**src/rtl/bd_ser_pkg.sv**
```systemverilog
// -----------------------------------------------------------------------------
// bd_ser_pkg
// Shared definitions for the BD word serializer:
//   - leaf_t       : funnel leaf identifiers; the enum value is also the route
//                    code placed on the serialized PC channel
//   - NumLeaves    : number of leaves described by the chunk table
//   - ChunkCount   : number of Nout-bit chunks each leaf's payload occupies
//   - ser_state_t  : serializer FSM states
//   - ceil_div     : integer ceiling division
//   - table_count  : chunk-table lookup, 1 for codes beyond the table
// -----------------------------------------------------------------------------
package bd_ser_pkg;

    localparam int unsigned NumLeaves = 13;

    typedef enum logic [7:0] {
        LEAF_NRNI      = 8'd0,
        LEAF_DUMP_MM   = 8'd1,
        LEAF_DUMP_TAT0 = 8'd2,
        LEAF_DUMP_TAT1 = 8'd3,
        LEAF_RO_ACC    = 8'd4,
        LEAF_RO_TAT    = 8'd5,
        LEAF_DUMP_PRE  = 8'd6,
        LEAF_DUMP_POST = 8'd7,
        LEAF_DUMP_AM   = 8'd8,
        LEAF_DUMP_CFG  = 8'd9,
        LEAF_NRNI_ACK  = 8'd10,
        LEAF_PAT_DUMP  = 8'd11,
        LEAF_TAG_OUT   = 8'd12
    } leaf_t;

    // Index 0 is LEAF_NRNI; the two TAT dumps and both RO leaves carry wide data.
    localparam int unsigned ChunkCount [NumLeaves] = '{
        1, 1, 2, 2, 2, 2, 1, 1, 1, 1, 1, 1, 1
    };

    typedef enum logic {
        IDLE = 1'b0,
        SEND = 1'b1
    } ser_state_t;

    function automatic int unsigned ceil_div(input int unsigned a, input int unsigned b);
        return (a + b - 1) / b;
    endfunction

    // Constant-index scan keeps the lookup width-clean for any code width.
    function automatic int unsigned table_count(input int unsigned leaf);
        int unsigned r;
        r = 1;
        for (int unsigned i = 0; i < NumLeaves; i++) begin
            if (leaf == i) r = ChunkCount[i];
        end
        return r;
    endfunction

endpackage

```
**src/rtl/bd_word_serializer_if.sv**
```systemverilog
// -----------------------------------------------------------------------------
// Channel interfaces for the BD word serializer.
//   DecodedBDWordChannel    : decoded BD word from the decoder
//                             v, a, leaf_code[Ncode], payload[Nin]
//   SerializedPCWordChannel : one chunk toward the PC upstream path
//                             v, a, code[Ncode], payload[Nout]
// A transfer happens on a rising clock edge with v and a both high.
// -----------------------------------------------------------------------------
interface DecodedBDWordChannel #(
    parameter int unsigned Ncode = 8,
    parameter int unsigned Nin   = 32
);
    logic             v;
    logic             a;
    logic [Ncode-1:0] leaf_code;
    logic [Nin-1:0]   payload;

    modport master (output v, leaf_code, payload, input a);
    modport slave  (input v, leaf_code, payload, output a);
endinterface

interface SerializedPCWordChannel #(
    parameter int unsigned Ncode = 8,
    parameter int unsigned Nout  = 24
);
    logic             v;
    logic             a;
    logic [Ncode-1:0] code;
    logic [Nout-1:0]  payload;

    modport master (output v, code, payload, input a);
    modport slave  (input v, code, payload, output a);
endinterface

```
**src/rtl/bd_word_serializer_chunk_mux.sv**
```systemverilog
// -----------------------------------------------------------------------------
// bd_chunk_mux
// Selects chunk number idx (Nout bits wide) out of a Nin-bit word. The word is
// zero-padded up to MaxChunks*Nout bits so the top chunk reads zeros above Nin.
// Ports:
//   word  input  [Nin-1:0]   registered word
//   idx   input  [IdxW-1:0]  chunk index
//   chunk output [Nout-1:0]  selected chunk (0 for idx >= MaxChunks)
// Purely combinational.
// -----------------------------------------------------------------------------
module bd_chunk_mux #(
    parameter int unsigned Nin       = 32,
    parameter int unsigned Nout      = 24,
    parameter int unsigned MaxChunks = 2,
    parameter int unsigned IdxW      = 1
) (
    input  logic [Nin-1:0]  word,
    input  logic [IdxW-1:0] idx,
    output logic [Nout-1:0] chunk
);

    localparam int unsigned PadW = MaxChunks * Nout;

    logic [PadW-1:0] padded;

    always_comb begin
        padded          = '0;
        padded[Nin-1:0] = word;
        chunk           = '0;
        for (int unsigned k = 0; k < MaxChunks; k++) begin
            if (idx == IdxW'(k)) chunk = padded[k*Nout +: Nout];
        end
    end

endmodule

```
**src/rtl/bd_word_serializer.sv**
```systemverilog
// -----------------------------------------------------------------------------
// bd_word_serializer
// Accepts one decoded BD word per handshake, registers it, and emits its
// payload as 1..MaxChunks chunks of Nout bits with the leaf code attached.
// The decoder is released on the accept cycle; the next word is accepted on
// the final chunk's transfer so words stream with no bubble.
// Ports:
//   clk       input   clock
//   reset     input   synchronous, active-high
//   dec_in    DecodedBDWordChannel.slave     incoming word
//   ser_out   SerializedPCWordChannel.master outgoing chunk
//   bad_leaf  output  sticky flag: a word with leaf_code >= Nleaf was accepted
// -----------------------------------------------------------------------------
module bd_word_serializer
    import bd_ser_pkg::*;
#(
    parameter int unsigned Ncode    = 8,
    parameter int unsigned Nin      = 32,
    parameter int unsigned Nout     = 24,
    parameter int unsigned Nleaf    = NumLeaves,
    parameter bit          MsbFirst = 1'b0
) (
    input  logic                          clk,
    input  logic                          reset,
    DecodedBDWordChannel.slave            dec_in,
    SerializedPCWordChannel.master        ser_out,
    output logic                          bad_leaf
);

    localparam int unsigned MaxChunks = ceil_div(Nin, Nout);
    localparam int unsigned IdxW      = (MaxChunks > 1) ? $clog2(MaxChunks) : 1;

    ser_state_t      state_q, state_d;
    logic [Nin-1:0]   word_q;
    logic [Ncode-1:0] code_q;
    logic [IdxW-1:0]  last_q;
    logic [IdxW-1:0]  idx_q;
    logic [Nout-1:0]  chunk;

    logic            is_final;
    logic            in_accept;
    logic            leaf_bad;
    int unsigned     n_raw;
    int unsigned     n_clamped;
    logic [IdxW-1:0] n_last;

    assign is_final  = (idx_q == last_q);
    assign in_accept = dec_in.v && dec_in.a;
    assign leaf_bad  = 32'(dec_in.leaf_code) >= Nleaf;

    // Chunk count for the incoming word: unknown leaves get a single chunk,
    // and table entries are forced into the 1..MaxChunks range.
    always_comb begin
        n_raw = leaf_bad ? 1 : table_count(32'(dec_in.leaf_code));
        if (n_raw == 0)
            n_clamped = 1;
        else if (n_raw > MaxChunks)
            n_clamped = MaxChunks;
        else
            n_clamped = n_raw;
        n_last = IdxW'(n_clamped - 1);
    end

    bd_chunk_mux #(
        .Nin       (Nin),
        .Nout      (Nout),
        .MaxChunks (MaxChunks),
        .IdxW      (IdxW)
    ) u_mux (
        .word  (word_q),
        .idx   (idx_q),
        .chunk (chunk)
    );

    assign ser_out.code    = code_q;
    assign ser_out.payload = chunk;

    // Next state and handshake outputs. The only input-to-output path is
    // ser_out.a -> dec_in.a on the final chunk (plus the reset gate).
    always_comb begin
        state_d    = state_q;
        dec_in.a   = 1'b0;
        ser_out.v  = 1'b0;
        case (state_q)
            IDLE: begin
                dec_in.a = 1'b1;
                if (dec_in.v) state_d = SEND;
            end
            SEND: begin
                ser_out.v = 1'b1;
                if (ser_out.a && is_final) begin
                    dec_in.a = 1'b1;
                    if (!dec_in.v) state_d = IDLE;
                end
            end
            default: state_d = IDLE;
        endcase
        if (reset) dec_in.a = 1'b0;
    end

    // State register.
    always_ff @(posedge clk) begin
        if (reset)
            state_q <= IDLE;
        else
            state_q <= state_d;
    end

    // Word register and chunk index. A new word (re)loads everything; otherwise
    // the index steps toward last_q on each non-final chunk transfer.
    always_ff @(posedge clk) begin
        if (reset) begin
            word_q   <= '0;
            code_q   <= '0;
            last_q   <= '0;
            idx_q    <= '0;
            bad_leaf <= 1'b0;
        end else if (in_accept) begin
            word_q   <= dec_in.payload;
            code_q   <= dec_in.leaf_code;
            idx_q    <= MsbFirst ? n_last : '0;
            last_q   <= MsbFirst ? '0 : n_last;
            bad_leaf <= bad_leaf | leaf_bad;
        end else if (state_q == SEND && ser_out.a && !is_final) begin
            idx_q <= MsbFirst ? (idx_q - IdxW'(1)) : (idx_q + IdxW'(1));
        end
    end

endmodule

```
**src/flat_wrapper.sv**
```systemverilog
// flat-port wrapper written by rule: the top's interface ports become plain ports
module bd_word_serializer_flat import bd_ser_pkg::*;
#(
    parameter int unsigned Ncode    = 8,
    parameter int unsigned Nin      = 32,
    parameter int unsigned Nout     = 24,
    parameter int unsigned Nleaf    = NumLeaves,
    parameter bit          MsbFirst = 1'b0
)
  (clk, reset, bad_leaf, dec_in_v, dec_in_leaf_code, dec_in_payload, dec_in_a, ser_out_v, ser_out_code, ser_out_payload, ser_out_a);
  DecodedBDWordChannel #(.Ncode(Ncode), .Nin(Nin)) dec_in_i ();
  SerializedPCWordChannel #(.Ncode(Ncode), .Nout(Nout)) ser_out_i ();
  input  logic clk;
  input  logic reset;
  output logic bad_leaf;
  input wire logic [$bits(dec_in_i.v)-1:0] dec_in_v;
  input wire logic [$bits(dec_in_i.leaf_code)-1:0] dec_in_leaf_code;
  input wire logic [$bits(dec_in_i.payload)-1:0] dec_in_payload;
  output wire logic [$bits(dec_in_i.a)-1:0] dec_in_a;
  output wire logic [$bits(ser_out_i.v)-1:0] ser_out_v;
  output wire logic [$bits(ser_out_i.code)-1:0] ser_out_code;
  output wire logic [$bits(ser_out_i.payload)-1:0] ser_out_payload;
  input wire logic [$bits(ser_out_i.a)-1:0] ser_out_a;
  assign dec_in_i.v = dec_in_v;
  assign dec_in_i.leaf_code = dec_in_leaf_code;
  assign dec_in_i.payload = dec_in_payload;
  assign dec_in_a = dec_in_i.a;
  assign ser_out_v = ser_out_i.v;
  assign ser_out_code = ser_out_i.code;
  assign ser_out_payload = ser_out_i.payload;
  assign ser_out_i.a = ser_out_a;
  bd_word_serializer #(.Ncode(Ncode), .Nin(Nin), .Nout(Nout), .Nleaf(Nleaf), .MsbFirst(MsbFirst)) u_core (.clk(clk), .reset(reset), .dec_in(dec_in_i), .ser_out(ser_out_i), .bad_leaf(bad_leaf));
endmodule
```
**config.mk**
```make
export PLATFORM = sky130hd
export DESIGN_NAME = bd_word_serializer_flat
export DESIGN_NICKNAME = d
export VERILOG_FILES = /design/src/rtl/bd_ser_pkg.sv /design/src/rtl/bd_word_serializer_if.sv /design/src/rtl/bd_word_serializer_chunk_mux.sv /design/src/rtl/bd_word_serializer.sv /design/src/flat_wrapper.sv
export SDC_FILE = /design/constraint.sdc
export NUM_CORES = 1
export LEC_CHECK = 0
export ABC_AREA = 1
export CAP_MARGIN = 25
export CORE_UTILIZATION = 45
export CTS_BUF_LIST = sky130_fd_sc_hd__clkbuf_4
export DETAILED_ROUTE_END_ITERATION = 8
export PLACE_DENSITY = 0.79
export SYNTH_ARGS = -nofsm -noshare
export SYNTH_HDL_FRONTEND = slang
export SYNTH_HIERARCHICAL = 1
export SYNTH_SLANG_ARGS = --single-unit
```
**constraint.sdc**
```tcl
create_clock -name clk -period 1.65 [get_ports clk]
set_input_delay 0.495 -clock clk [delete_from_list [all_inputs] [get_ports clk]]
set_output_delay 0.495 -clock clk [all_outputs]
set_load 0.1 [all_outputs]
```
==> reports/qor.yml <==
worst_setup_path:
  max_stage_delay_ns: 0.42
  startpoint: "u_core/idx_q$_SDFFE_PP0P_"
  critPathTopFamily: "buffers and inverters"
  worstReg2RegStart: "u_core/idx_q$_SDFFE_PP0P_"
  worstSetupPathType: "reg2out"
  crit_required_ns: 1.15
  critical-path-slowest-cell: "dfxtp_4"
  path_max_fanout: 15
  crit_chain: "buf_6, nor2_2, buf_12"
  path_buf_inv: 2
  end_kind: "primary output"
  startpoint_type: "flip-flop"
  critPathArrivalTime_ns: 1.34
timing:
  rsz0062_at_grt: "true"
  setup_viol: 25
  timing.fmax_mhz: 546
  skew_ns: 0.00819
  drv_slew: 0
  period_minus_slack_ns: 1.83
  relSlewSlack_pct: 78.1
  hold_viol_final: 0
  tns_ns: -3.81
  layout_setup_ws_ns: -0.182
  period_share_pct: 111
  worst_pin_slew_ns: 0.328
yosys:
  synth_seq_cells: 44
  syn_inst: 270
  synthesis.nets: 314
  synth.most_common_cell: "nand3_1"
  synth_edf_count: 0
  synth_area_leaders: "dfxtp_1, nand3_1, nand2_1"
  yosysWarnings: 6
  async_flop_share_pct: 0
  yosysTopAreaCell: "dfxtp_1"
  seq_area_frac_synth_pct: 43.9
  synth.avg_cell_area_um2: 7.44
  ys_types: 19
  ys.flop_type: "dfxtp_1"
  synth_area_um2: 2010
  yosysTopAreaCellShare_pct: 43.9
  netlist_top_cells_count: "nand3_1, nand2_1, dfxtp_1"
routing:
  via_per_inst: 5.08
  first_pass_iters: 4
  wl_mm: 5.27
  drt_iter0_drc: 105
  postRouteAntennaNets: 0
  avgRoutedWirePerCell_um: 12.9
  drc: 0
  num_vias: 2073
grt:
  grt_overflow: 0
  grt_max_degree: 34
  antenna_found_initial: 0
  grt_usage_pct: 24.5
  grt_pass1_wl_mm: 8.60
  grt_pass1_vias: 1941
clock_tree:
  clock_sinks: 44
  cts_tree: "yes"
  cts_root_buffer: "clkbuf_4"
  htree_levels: 2
  cts_buffers: 5
  insertion_delay_ns: 0.36
  clk_path_buf_depth: 2
  path_clk_slew_ns: 0.12
place:
  hpwl_mm: 3.71
  place_congestion: 0.770
  place_inst: 396
  port_buffers: 78
  pre_cts_slack_ns: -0.324
run_status:
  status: "finished, violations left"
  violations: "setup timing"
floorplanning:
  start_util_pct: 48.5
  core_area_um2: 4140
  die_w_um: 68.8
  die_y_um: 68.8
  pin_count: 79
  die_area_um2: 4730
  row_count: 23
hold_path:
  hp-start: "u_core/word_q[20]$_SDFFE_PP0P_"
  hold_class: "reg2reg"
final_layout:
  fill_cells: 266
  drive_gt1_share_pct: 29.9
  nNetsFinal: 401
  fin_cells: 408
  diodes: 0
  area_growth_pct: 71.7
power:
  power_mw: 2.93
  p_leak_nw: 1.54
  ir_drop_mv: 0.544
  power_density_nw_per_um2: 849
run:
  maxCapViolations: 0
[report_power, final]
part / internal (mW) / total (mW) / switching, mW
clock network: 0.161 / 0.518 / 0.357
logic: 0.464 / 1.21 / 0.751
registers: 1.14 / 1.19 / 0.0546
total: 1.76 / 2.93 / 1.16
[path summary, 6_finish.rpt]
kind	endpoint	slack, ns	cells past startpoint
worst min-delay path	u_core/word_q[20]$_SDFFE_PP0P_	0.47	2
worst max register to register	u_core/ser_out.code[1]$_SDFFE_PP0P_	0.07	11
worst max-delay path	ser_out_payload[18]	-0.18	3
worst min register to register	u_core/word_q[20]$_SDFFE_PP0P_	0.47	2
[worst register-to-register path, delay by kind of cell (launching register included)]
family | cells | cell delay (ns)
buffers and inverters | 5 | 0.61
DFF | 1 | 0.42
and+or+nand+nor | 5 | 0.41
AOI/OAI and AO/OA | 1 | 0.06
[layout by cell type (no fill, tap or decap), types with 4 or more instances in the layout]
master	count
nand3_1	74
nand2_1	55
clkdlybuf4s50_1	41
dfxtp_1	41
buf_12	38
inv_1	27
buf_4	16
nor2_4	13
nand2_2	11
o21ai_2	6
clkbuf_4	5
a21oi_1	4
[sequential cells by signal (all words and copies together) (netlist names)]
name	cells
u_core/state_q	1
u_core/ser_out.code	8
u_core/last_q	1
u_core/idx_q	1
u_core/word_q	32
u_core/bad_leaf	1
[routing by layer]
metal / share of wire, % / track usage (%)
met1: 39 / 27.7
met2: 52 / 44.4
met3: 8.1 / 8.22
met4: 0.78 / 5.36
met5: 0 / 0
[what timing repair did]
action,in CTS,in global routing
setup buffers,3,1
pin swaps,1,3
gates resized for setup,21,8
hold buffers,0,0
setup endpoints to repair,25,25
[layout make-up]
type	count	area (um^2)	area share (%)
clock buffer	5	37.5	1.09
sequential	44	890	25.8
clock inverter	3	18.8	0.544
multi-input combinational	176	981	28.5
tap	50	62.6	1.81
timing repair buffer	99	1330	38.6
inverter	31	126	3.67
[metrics by stage]
step / util [%] / area, um^2 / hold slack (ns)
floorplan: - / 2080 / 0.443
global placement: 78.8 / 3270 / 0.449
detailed placement: 78.8 / 3270 / 0.455
CTS: 82.3 / 3410 / 0.473
global route: 83.2 / 3450 / 0.491
finish: 83.2 / 3450 / 0.470
[cell families after synthesis]
group | share of synthesized area [%]
compound gates | 5.67
simple gates | 36.4
buf+inv | 14.0
flops | 43.9
No activity file was read; power rests on OpenSTA's default activity.
